[src/rtl/bcd_run_pkg.sv]
// ==========================================================================
// bcd_run_pkg : shared states, digit geometry and BCD step for bcd_run_ctrl
// Revision 1.0
// ==========================================================================
`default_nettype none

package bcd_run_pkg;

  typedef enum logic [1:0] {
    IDLE  = 2'd0,
    RUN   = 2'd1,
    PAUSE = 2'd2,
    DONE  = 2'd3
  } run_state_t;

  localparam int              DIGITS    = 4;
  localparam int              DIGIT_W   = 4;
  localparam logic [DIGIT_W-1:0] DIGIT_MAX = 4'd9;

  // Value a decade digit takes after one increment.
  function automatic logic [DIGIT_W-1:0] digit_step(input logic [DIGIT_W-1:0] d);
    return (d == DIGIT_MAX) ? '0 : d + 4'd1;
  endfunction

endpackage

`default_nettype wire

[src/rtl/bcd_digit.sv]
// ==========================================================================
// bcd_digit : one decade (0-9) counter stage with clear and carry-out flag
// Revision 1.0
// ==========================================================================
`default_nettype none

module bcd_digit
  import bcd_run_pkg::*;
(
  input  logic               clk,
  input  logic               reset,
  input  logic               clr,
  input  logic               inc,
  output logic [DIGIT_W-1:0] q,
  output logic               at_max
);

  always_ff @(posedge clk) begin
    if (!reset) begin
      q <= '0;
    end else if (clr) begin
      q <= '0;
    end else if (inc) begin
      q <= digit_step(q);
    end
  end

  assign at_max = (q == DIGIT_MAX);

endmodule

`default_nettype wire

[src/rtl/bcd_run_ctrl.sv]
// ==========================================================================
// bcd_run_ctrl : start/pause/clear sequencer for a 4-digit BCD counter chain
// Revision 1.0
// ==========================================================================
`default_nettype none

module bcd_run_ctrl
  import bcd_run_pkg::*;
#(
  parameter int TICK_DIV = 4
) (
  input  logic                      clk,
  input  logic                      reset,
  input  logic                      start,
  input  logic                      stop,
  input  logic                      clear,
  input  logic [DIGITS*DIGIT_W-1:0] limit,
  output logic [DIGITS*DIGIT_W-1:0] count,
  output logic                      running,
  output logic                      done,
  output logic                      tick
);

  localparam int               PRE_W    = (TICK_DIV > 1) ? $clog2(TICK_DIV) : 1;
  localparam logic [PRE_W-1:0] PRE_LAST = PRE_W'(TICK_DIV - 1);

  run_state_t                state_q;
  run_state_t                state_d;
  logic [PRE_W-1:0]          pre_q;
  logic [PRE_W-1:0]          pre_d;
  logic                      inc_fire;
  logic                      limit_hit;
  logic                      digit_clr;
  logic [DIGITS-1:0]         digit_max;
  logic [DIGITS-1:0]         digit_inc;
  logic [DIGITS*DIGIT_W-1:0] next_count;

  // A stop or clear on the terminal prescaler edge swallows the increment.
  assign inc_fire  = (state_q == RUN) && !clear && !stop && (pre_q == PRE_LAST);
  assign limit_hit = inc_fire && (next_count == limit);

  for (genvar i = 0; i < DIGITS; i++) begin : g_digit
    logic [DIGIT_W-1:0] q;

    if (i == 0) begin : g_lsd
      assign digit_inc[i] = inc_fire;
    end else begin : g_carry
      assign digit_inc[i] = inc_fire & (&digit_max[i-1:0]);
    end

    bcd_digit u_digit (
      .clk    (clk),
      .reset  (reset),
      .clr    (digit_clr),
      .inc    (digit_inc[i]),
      .q      (q),
      .at_max (digit_max[i])
    );

    assign count[i*DIGIT_W +: DIGIT_W]      = q;
    assign next_count[i*DIGIT_W +: DIGIT_W] = digit_inc[i] ? digit_step(q) : q;
  end

  always_comb begin
    state_d   = state_q;
    pre_d     = pre_q;
    digit_clr = 1'b0;
    if (clear) begin
      state_d   = IDLE;
      pre_d     = '0;
      digit_clr = 1'b1;
    end else begin
      case (state_q)
        IDLE: begin
          if (start) begin
            state_d = RUN;
            pre_d   = '0;
          end
        end
        RUN: begin
          if (stop) begin
            state_d = PAUSE;
          end else begin
            pre_d = (pre_q == PRE_LAST) ? '0 : pre_q + PRE_W'(1);
            if (limit_hit) begin
              state_d = DONE;
            end
          end
        end
        PAUSE: begin
          if (start && !stop) begin
            state_d = RUN;
          end
        end
        DONE: begin
          if (start) begin
            state_d   = RUN;
            pre_d     = '0;
            digit_clr = 1'b1;
          end
        end
        default: begin
          state_d = IDLE;
        end
      endcase
    end
  end

  always_ff @(posedge clk) begin
    if (!reset) begin
      state_q <= IDLE;
      pre_q   <= '0;
      running <= 1'b0;
      done    <= 1'b0;
      tick    <= 1'b0;
    end else begin
      state_q <= state_d;
      pre_q   <= pre_d;
      running <= (state_d == RUN);
      done    <= (state_d == DONE);
      tick    <= inc_fire;
    end
  end

endmodule

`default_nettype wire

[config.mk]
export PLATFORM = sky130hd
export DESIGN_NAME = bcd_run_ctrl
export DESIGN_NICKNAME = d
export VERILOG_FILES = /design/src/rtl/bcd_run_pkg.sv /design/src/rtl/bcd_digit.sv /design/src/rtl/bcd_run_ctrl.sv
export SDC_FILE = /design/constraint.sdc
export NUM_CORES = 1
export LEC_CHECK = 0
export ABC_AREA = 0
export CAP_MARGIN = 20
export CORE_ASPECT_RATIO = 0.6
export CORE_MARGIN = 3
export CORE_UTILIZATION = 53
export CTS_CLUSTER_SIZE = 20
export DETAILED_ROUTE_END_ITERATION = 6
export GPL_TIMING_DRIVEN = 0
export PLACE_DENSITY = 0.89
export SYNTH_ARGS = -nofsm -noshare
export SYNTH_HDL_FRONTEND = slang
export SYNTH_SLANG_ARGS = --single-unit
export TNS_END_PERCENT = 20
[constraint.sdc]
create_clock -name clk -period 4.85 [get_ports clk]
set_input_delay 0.485 -clock clk [delete_from_list [all_inputs] [get_ports clk]]
set_output_delay 0.485 -clock clk [all_outputs]
set_load 0.005 [all_outputs]
==> impl_metrics.env, run 1 <==
export IMPL_switchingPower_uw=87.06
export IMPL_synth_seq_cells=23
export IMPL_timing_final_setup_violations=0
export IMPL_synth_compound_area_share_pct=17.21
export IMPL_hold_violations=0
export IMPL_muxShareOfSynthArea_pct=3.561
export IMPL_peakVddDrop_mv=0.1184
export IMPL_pre_cts_ws_ps=1518
export IMPL_drt_iter0_drc=198
export IMPL_crit_path_cell_trace="clkdlybuf4s50_1, nand4bb_1, clkbuf_1, nor4_1, mux2i_1, xnor2_1, nor3_1, nand4_2, a21oi_1, and2_1"
export IMPL_ys_seq_area_share_pct=27.30
export IMPL_finalClockSkew_ps=7.257
export IMPL_syn_area_per_cell_sq_um=8.391
export IMPL_period_minus_slack_ps=3080
export IMPL_netSwitchingFraction_pct=24.00
export IMPL_core_region_area_sq_um=2947
export IMPL_initial_core_util_pct=57.24
export IMPL_area_growth_pct=28.93
export IMPL_dieArea_sq_um=3917
export IMPL_fp_dieH_microns=49.70
export IMPL_intPower_uw=275.7
export IMPL_status="finished clean"
export IMPL_relSlewSlack_pct=61.71
export IMPL_cts_setup_buffers=0
export IMPL_cpPeakStageDelay_ps=510
export IMPL_vias=1660
export IMPL_holdWs_ps=475.4
export IMPL_grt_pass1_wl_microns=7417
export IMPL_power_density_nw_per_um2=166.8
export IMPL_nNetsFinal=279
export IMPL_cts_buffer_depth=2
export IMPL_diodes=0
export IMPL_clk_pin_slew_worst_paths_ps=90
export IMPL_synth_edf_count=0
export IMPL_synthFlopType="dfxtp_1"
export IMPL_hold_path_class="register to register"
export IMPL_drcViolationCount=0
export IMPL_syn_inst=201
export IMPL_yosys_area_share_simple_pct=30.56
export IMPL_cts_num_sinks=23
export IMPL_drv_cap=0
export IMPL_drive_gt1_share_pct=7.377
export IMPL_clkPwrFrac_pct=33.9
export IMPL_seqPwrFrac_pct=52.8
export IMPL_totalWireLength_microns=4437
export IMPL_slowest_stage="clkdlybuf4s50_1"
export IMPL_cts_tree="yes"
export IMPL_globalplace_congestion=0.8664
export IMPL_yosys_warnings=0
export IMPL_grt_pass1_vias=1541
export IMPL_antenna_found_initial=0
export IMPL_syn_num_nets=235
export IMPL_fillers=232
export IMPL_crit_path_end_kind="register"
export IMPL_rsz0062_at_grt="false"
export IMPL_wire_per_inst_microns=15.51
export IMPL_cts_root_buf="clkbuf_8"
export IMPL_crit_type="input pin to register"
export IMPL_h_tree_depth=1
export IMPL_fin_crit_sh_pct=63.51
export IMPL_fmax_ghz=0.3246
export IMPL_drv_slew=0
export IMPL_drt_first_pass_iters=4
export IMPL_grt_max_degree=13
export IMPL_final_cell_mix="clkdlybuf4s50_1, nor2_1, dfxtp_1, a21oi_1, ha_1"
export IMPL_dp_hpwl_microns=3293
export IMPL_grtUsageTotal_pct=23.70
export IMPL_cts_buffers=3
export IMPL_layout_commonest_cell="clkdlybuf4s50_1"
export IMPL_crit_path_max_fanout=10
export IMPL_synth_xor_area_share_pct=6.751
export IMPL_worst_slack_ps=1770
export IMPL_async_flop_share_pct=0
export IMPL_grt_ovfl_total=0
export IMPL_p_comb_share_pct=13.3
export IMPL_post_cts_resize_count=0
export IMPL_worst_ep_required_time_ps=5070
export IMPL_worst_slew_pin_slew_ps=574.3
export IMPL_clk_latency_ps=270
export IMPL_cts_hold_buf=0
export IMPL_crit_path_start_kind="input pin"
export IMPL_io_buffers=39
export IMPL_arrival_ps=3300
export IMPL_syn_area_sq_um=1687
export IMPL_synth_cell_type_count=51
export IMPL_ioPinCount=40
export IMPL_rows=15
export IMPL_synth_adder_area_share_pct=9.644
export IMPL_setup_tns_ps=0
export IMPL_synth_top_family_by_area="simple AND/OR/NAND/NOR gates"
export IMPL_via_per_inst=5.804
export IMPL_fp_dieW_microns=78.83
export IMPL_cellLeakagePower_nw=0.8192
export IMPL_antenna_left=0
power groups by stage:
stage,Combinational [mW],Sequential (mW),Clock [mW]
after floorplan,0.0213,0.196,0
after global placement,0.0457,0.196,0
after detailed placement,0.0469,0.196,0
after CTS,0.0476,0.191,0.125
after global routing,0.0518,0.192,0.135
final,0.0484,0.191,0.123
stage by stage:
step,utilization (%),cells,total power [mW],cell area [sq um]
global placement,72.27,282,0.2415,2130
global route,73.80,286,0.3787,2175
detailed placement,72.27,282,0.2428,2130
CTS,73.80,286,0.3639,2175
floorplan,-,201,0.2170,1687
finish,73.80,286,0.3627,2175
cell families after synthesis:
logic type               after synthesis
AO/OA/AOI/OAI                         42
multiplexers                           6
AND/OR/NAND/NOR                       88
XOR/XNOR                              13
flip-flops                            23
adder cells (fa/ha/maj)               13
buffers and inverters                 16
flip-flops by register name (all words and copies together) (netlist names):
register / flops
g_digit.u_digit.q: 16
pre_q: 2
state_q: 2
done: 1
running: 1
tick: 1
synth_stat cells, drive strengths merged, types with 4 or more instances:
library cell  count  share of area [%]
nor2b             4                1.5
and3b             4                2.1
nor3             10                3.3
a21oi            15                4.7
nor2             26                5.8
ha               13                9.6
inv               9                2.0
o21ai             9                2.7
buf               5                2.5
xnor2            10                5.2
nand3             5                1.5
mux2i             6                3.6
dfxtp            23                 27
nor4              4                1.5
nand2            11                2.4
nand4             4                2.7
worst paths after layout:
kind                                   end  slack, ps  cells after the start  startpoint
worst max-delay path            state_q[1]       1770                     10        stop
worst min-delay path              pre_q[1]        480                      2    pre_q[1]
worst max register to register  state_q[1]       1930                     10  state_q[0]
worst min register to register    pre_q[1]        480                      2    pre_q[1]
per-layer routing:
metal  routed length, microns  GRT usage [%]  vias to the layer above
met5                        0              0                        -
met4                       68          6.000                        0
met3                      428          6.387                       11
met2                     1858          32.96                       85
met1                     2082          35.67                      755
li1                         -              -                      809
worst max-delay path, delay by kind of cell:
family                    cells  cell delay [ps]
buffers and inverters         2              850
and+or+nand+nor               5             1340
muxes                         1              310
xor gates and xnor gates      1               90
AOI/OAI and AO/OA             1              220
area by class of cell:
type | count | area [sq um] | share of cell area [%]
tap | 42 | 52.55 | 2.417
buffer | 7 | 50.05 | 2.301
timing repair buffer | 39 | 390.4 | 17.95
sequential | 23 | 460.4 | 21.17
clock buffer | 4 | 45.04 | 2.071
inverter | 9 | 33.78 | 1.554
multi-input combinational | 162 | 1142 | 52.53
Power figures use the tool's default switching activity.
==> run 2, diff against run 1 <==
--- a/config.mk
+++ b/config.mk
@@ -9,11 +9,11 @@
 export CAP_MARGIN = 20
 export CORE_ASPECT_RATIO = 0.6
 export CORE_MARGIN = 3
-export CORE_UTILIZATION = 53
+export CORE_UTILIZATION = 50
 export CTS_CLUSTER_SIZE = 20
 export DETAILED_ROUTE_END_ITERATION = 6
 export GPL_TIMING_DRIVEN = 0
-export PLACE_DENSITY = 0.89
+export PLACE_DENSITY = 0.85
 export SYNTH_ARGS = -nofsm -noshare
 export SYNTH_HDL_FRONTEND = slang
 export SYNTH_SLANG_ARGS = --single-unit
==> constraint.sdc (replaced) <==
create_clock -name clk -period 3.2 [get_ports clk]
set_input_delay 0.32 -clock clk [delete_from_list [all_inputs] [get_ports clk]]
set_output_delay 0.32 -clock clk [all_outputs]
set_load 0.005 [all_outputs]
==> run 2 against run 1 <==
Against the previous run: worst setup slack got worse by 1500 ps; first-iteration DRC count shrank 35%; utilization is 2.2 points lower; cell area increased by 0.11%.
==> impl_metrics.env, run 2 (synthesis results as in run 1) <==
export IMPL_status="finished clean"
export IMPL_globalplace_congestion=0.8785
export IMPL_cts_root_buf="clkbuf_8"
export IMPL_grtUsageMet2_pct=33.24
export IMPL_grtUsageTotal_pct=23.16
export IMPL_totalWireLength_microns=4331
export IMPL_grt_util_met3_pct=5.106
export IMPL_fillers=254
export IMPL_crit_type="input pin to register"
export IMPL_cts_setup_buffers=0
export IMPL_crit_path_cell_trace="clkdlybuf4s50_1, nand4bb_1, clkbuf_2, nor4_1, mux2i_1, xnor2_1, nor3_1, nand4_2, a21oi_1, and2_1"
export IMPL_timing_final_setup_violations=0
export IMPL_worst_slew_pin_slew_ps=557.5
export IMPL_nNetsFinal=279
export IMPL_cts_num_sinks=23
export IMPL_hold_violations=0
export IMPL_crit_path_max_fanout=10
export IMPL_worst_path_buf_inv=2
export IMPL_antenna_left=0
export IMPL_vias=1631
export IMPL_cts_hold_buf=0
export IMPL_fp_dieW_microns=80.98
export IMPL_slowest_stage="clkdlybuf4s50_1"
export IMPL_place_area_sq_um=2130
export IMPL_cellLeakagePower_nw=0.8244
export IMPL_area_growth_pct=29.08
export IMPL_seq_area_sq_um=460.4
export IMPL_hold_path_class="register to register"
export IMPL_h_tree_depth=1
export IMPL_antenna_found_initial=0
export IMPL_multi_input_area_sq_um=1142
export IMPL_post_cts_resize_count=0
export IMPL_via_per_inst=5.703
export IMPL_diodes=0
export IMPL_grt_most_used_layer="met1"
export IMPL_drv_slew=0
export IMPL_reg_top3="g_digit.u_digit.q (16), pre_q (2), state_q (2)"
export IMPL_wire_per_inst_microns=15.14
export IMPL_cp_depth=10
export IMPL_holdWs_ps=464.1
export IMPL_arrival_ps=3150
export IMPL_grt_max_degree=14
export IMPL_io_buffers=39
export IMPL_relSlewSlack_pct=62.84
export IMPL_rsz0062_at_grt="false"
export IMPL_fmax_ghz=0.3425
export IMPL_finalClockSkew_ps=5.093
export IMPL_grt_ovfl_total=0
export IMPL_drt_iter0_drc=128
export IMPL_grt_pass1_vias=1555
export IMPL_dieArea_sq_um=4129
export IMPL_worst_ep_required_time_ps=3430
export IMPL_dp_hpwl_microns=3311
export IMPL_clk_latency_ps=270
export IMPL_r2r_worst_path_cells=10
export IMPL_regMostFlops="g_digit.u_digit.q"
export IMPL_setup_tns_ps=0
export IMPL_utilization_pct=71.60
export IMPL_clk_pin_slew_worst_paths_ps=90
export IMPL_cts_buffer_depth=2
export IMPL_power_density_nw_per_um2=252.9
export IMPL_fp_dieH_microns=50.99
export IMPL_cts_tree="yes"
export IMPL_final_cell_mix="clkdlybuf4s50_1, nor2_1, dfxtp_1, a21oi_1, ha_1"
export IMPL_crit_path_end_kind="register"
export IMPL_gr_usage_met1_pct=34.68
export IMPL_finalInstanceArea_sq_um=2177
export IMPL_peakVddDrop_mv=0.2380
export IMPL_critPathTopFamily="simple AND/OR/NAND/NOR gates"
export IMPL_initial_core_util_pct=55.47
export IMPL_rows=15
export IMPL_drive_gt1_share_pct=8.197
export IMPL_drt_first_pass_iters=4
export IMPL_core_region_area_sq_um=3040
export IMPL_drcViolationCount=0
export IMPL_fin_crit_sh_pct=91.25
export IMPL_crit_path_start_kind="input pin"
export IMPL_ioPinCount=40
export IMPL_holdPathStages=2
export IMPL_grt_pass1_wl_microns=7383
export IMPL_drv_cap=0
export IMPL_layout_commonest_cell="clkdlybuf4s50_1"
export IMPL_cpPeakStageDelay_ps=520
export IMPL_cts_buffers=3
export IMPL_largest_reg_flops=16
export IMPL_period_minus_slack_ps=2920
-- run 2: cell types whose count changed in the layout (fill, tap and decap cells not counted) --
cell / delta
clkbuf_2: +1
clkinv_2: +1
clkbuf_1: -2
-- run 2: per-stage QoR --
step	setup slack [ps]	power, mW	instances
3_5_place_dp	7.462	0.3670	282
2_1_floorplan	712.1	0.3288	201
3_3_place_gp	27.61	0.3662	282
6_report	279.9	0.5505	286
5_1_grt	39.02	0.5775	286
4_1_cts	263.2	0.5512	286
-- run 2: where the power goes --
group,total [mW],internal (mW),switching [mW]
clock,0.189,0.0873,0.102
sequential,0.290,0.288,0.00214
combinational,0.0711,0.0406,0.0306
-- run 2: final timing paths --
check / start / slack, ps / to
max reg2reg: state_q[0] / 300 / state_q[1]
max: stop / 280 / state_q[1]
min reg2reg: pre_q[1] / 460 / pre_q[1]
min: pre_q[1] / 460 / pre_q[1]
-- run 2: metal layers --
metal  routed length, microns  part of all wire [%]
met1                     2152                    50
met2                     1760                    41
met3                      370                   8.5
met4                       48                   1.1
met5                        0                     0
-- run 2: worst reg2reg max path: stages (launching register included) --
cell       delay (ps)
dfxtp_1           450
ha_1              230
nand4bb_1         290
clkbuf_2          310
nor4_1            410
mux2i_1           300
xnor2_1            90
nor3_1            200
nand4_2           170
a21oi_1           260
and2_1            150
-- run 2: cell type report --
| cell class | count | area share [%] |
|---|---|---|
| inverters | 9 | 1.552 |
| multi-input cells | 162 | 52.47 |
| plain buffers | 7 | 2.356 |
| well taps | 42 | 2.414 |
| clock inverters | 1 | 0.2299 |
| clock buffers | 3 | 1.897 |
| repair buffers | 39 | 17.93 |
| flip-flops and latches | 23 | 21.15 |
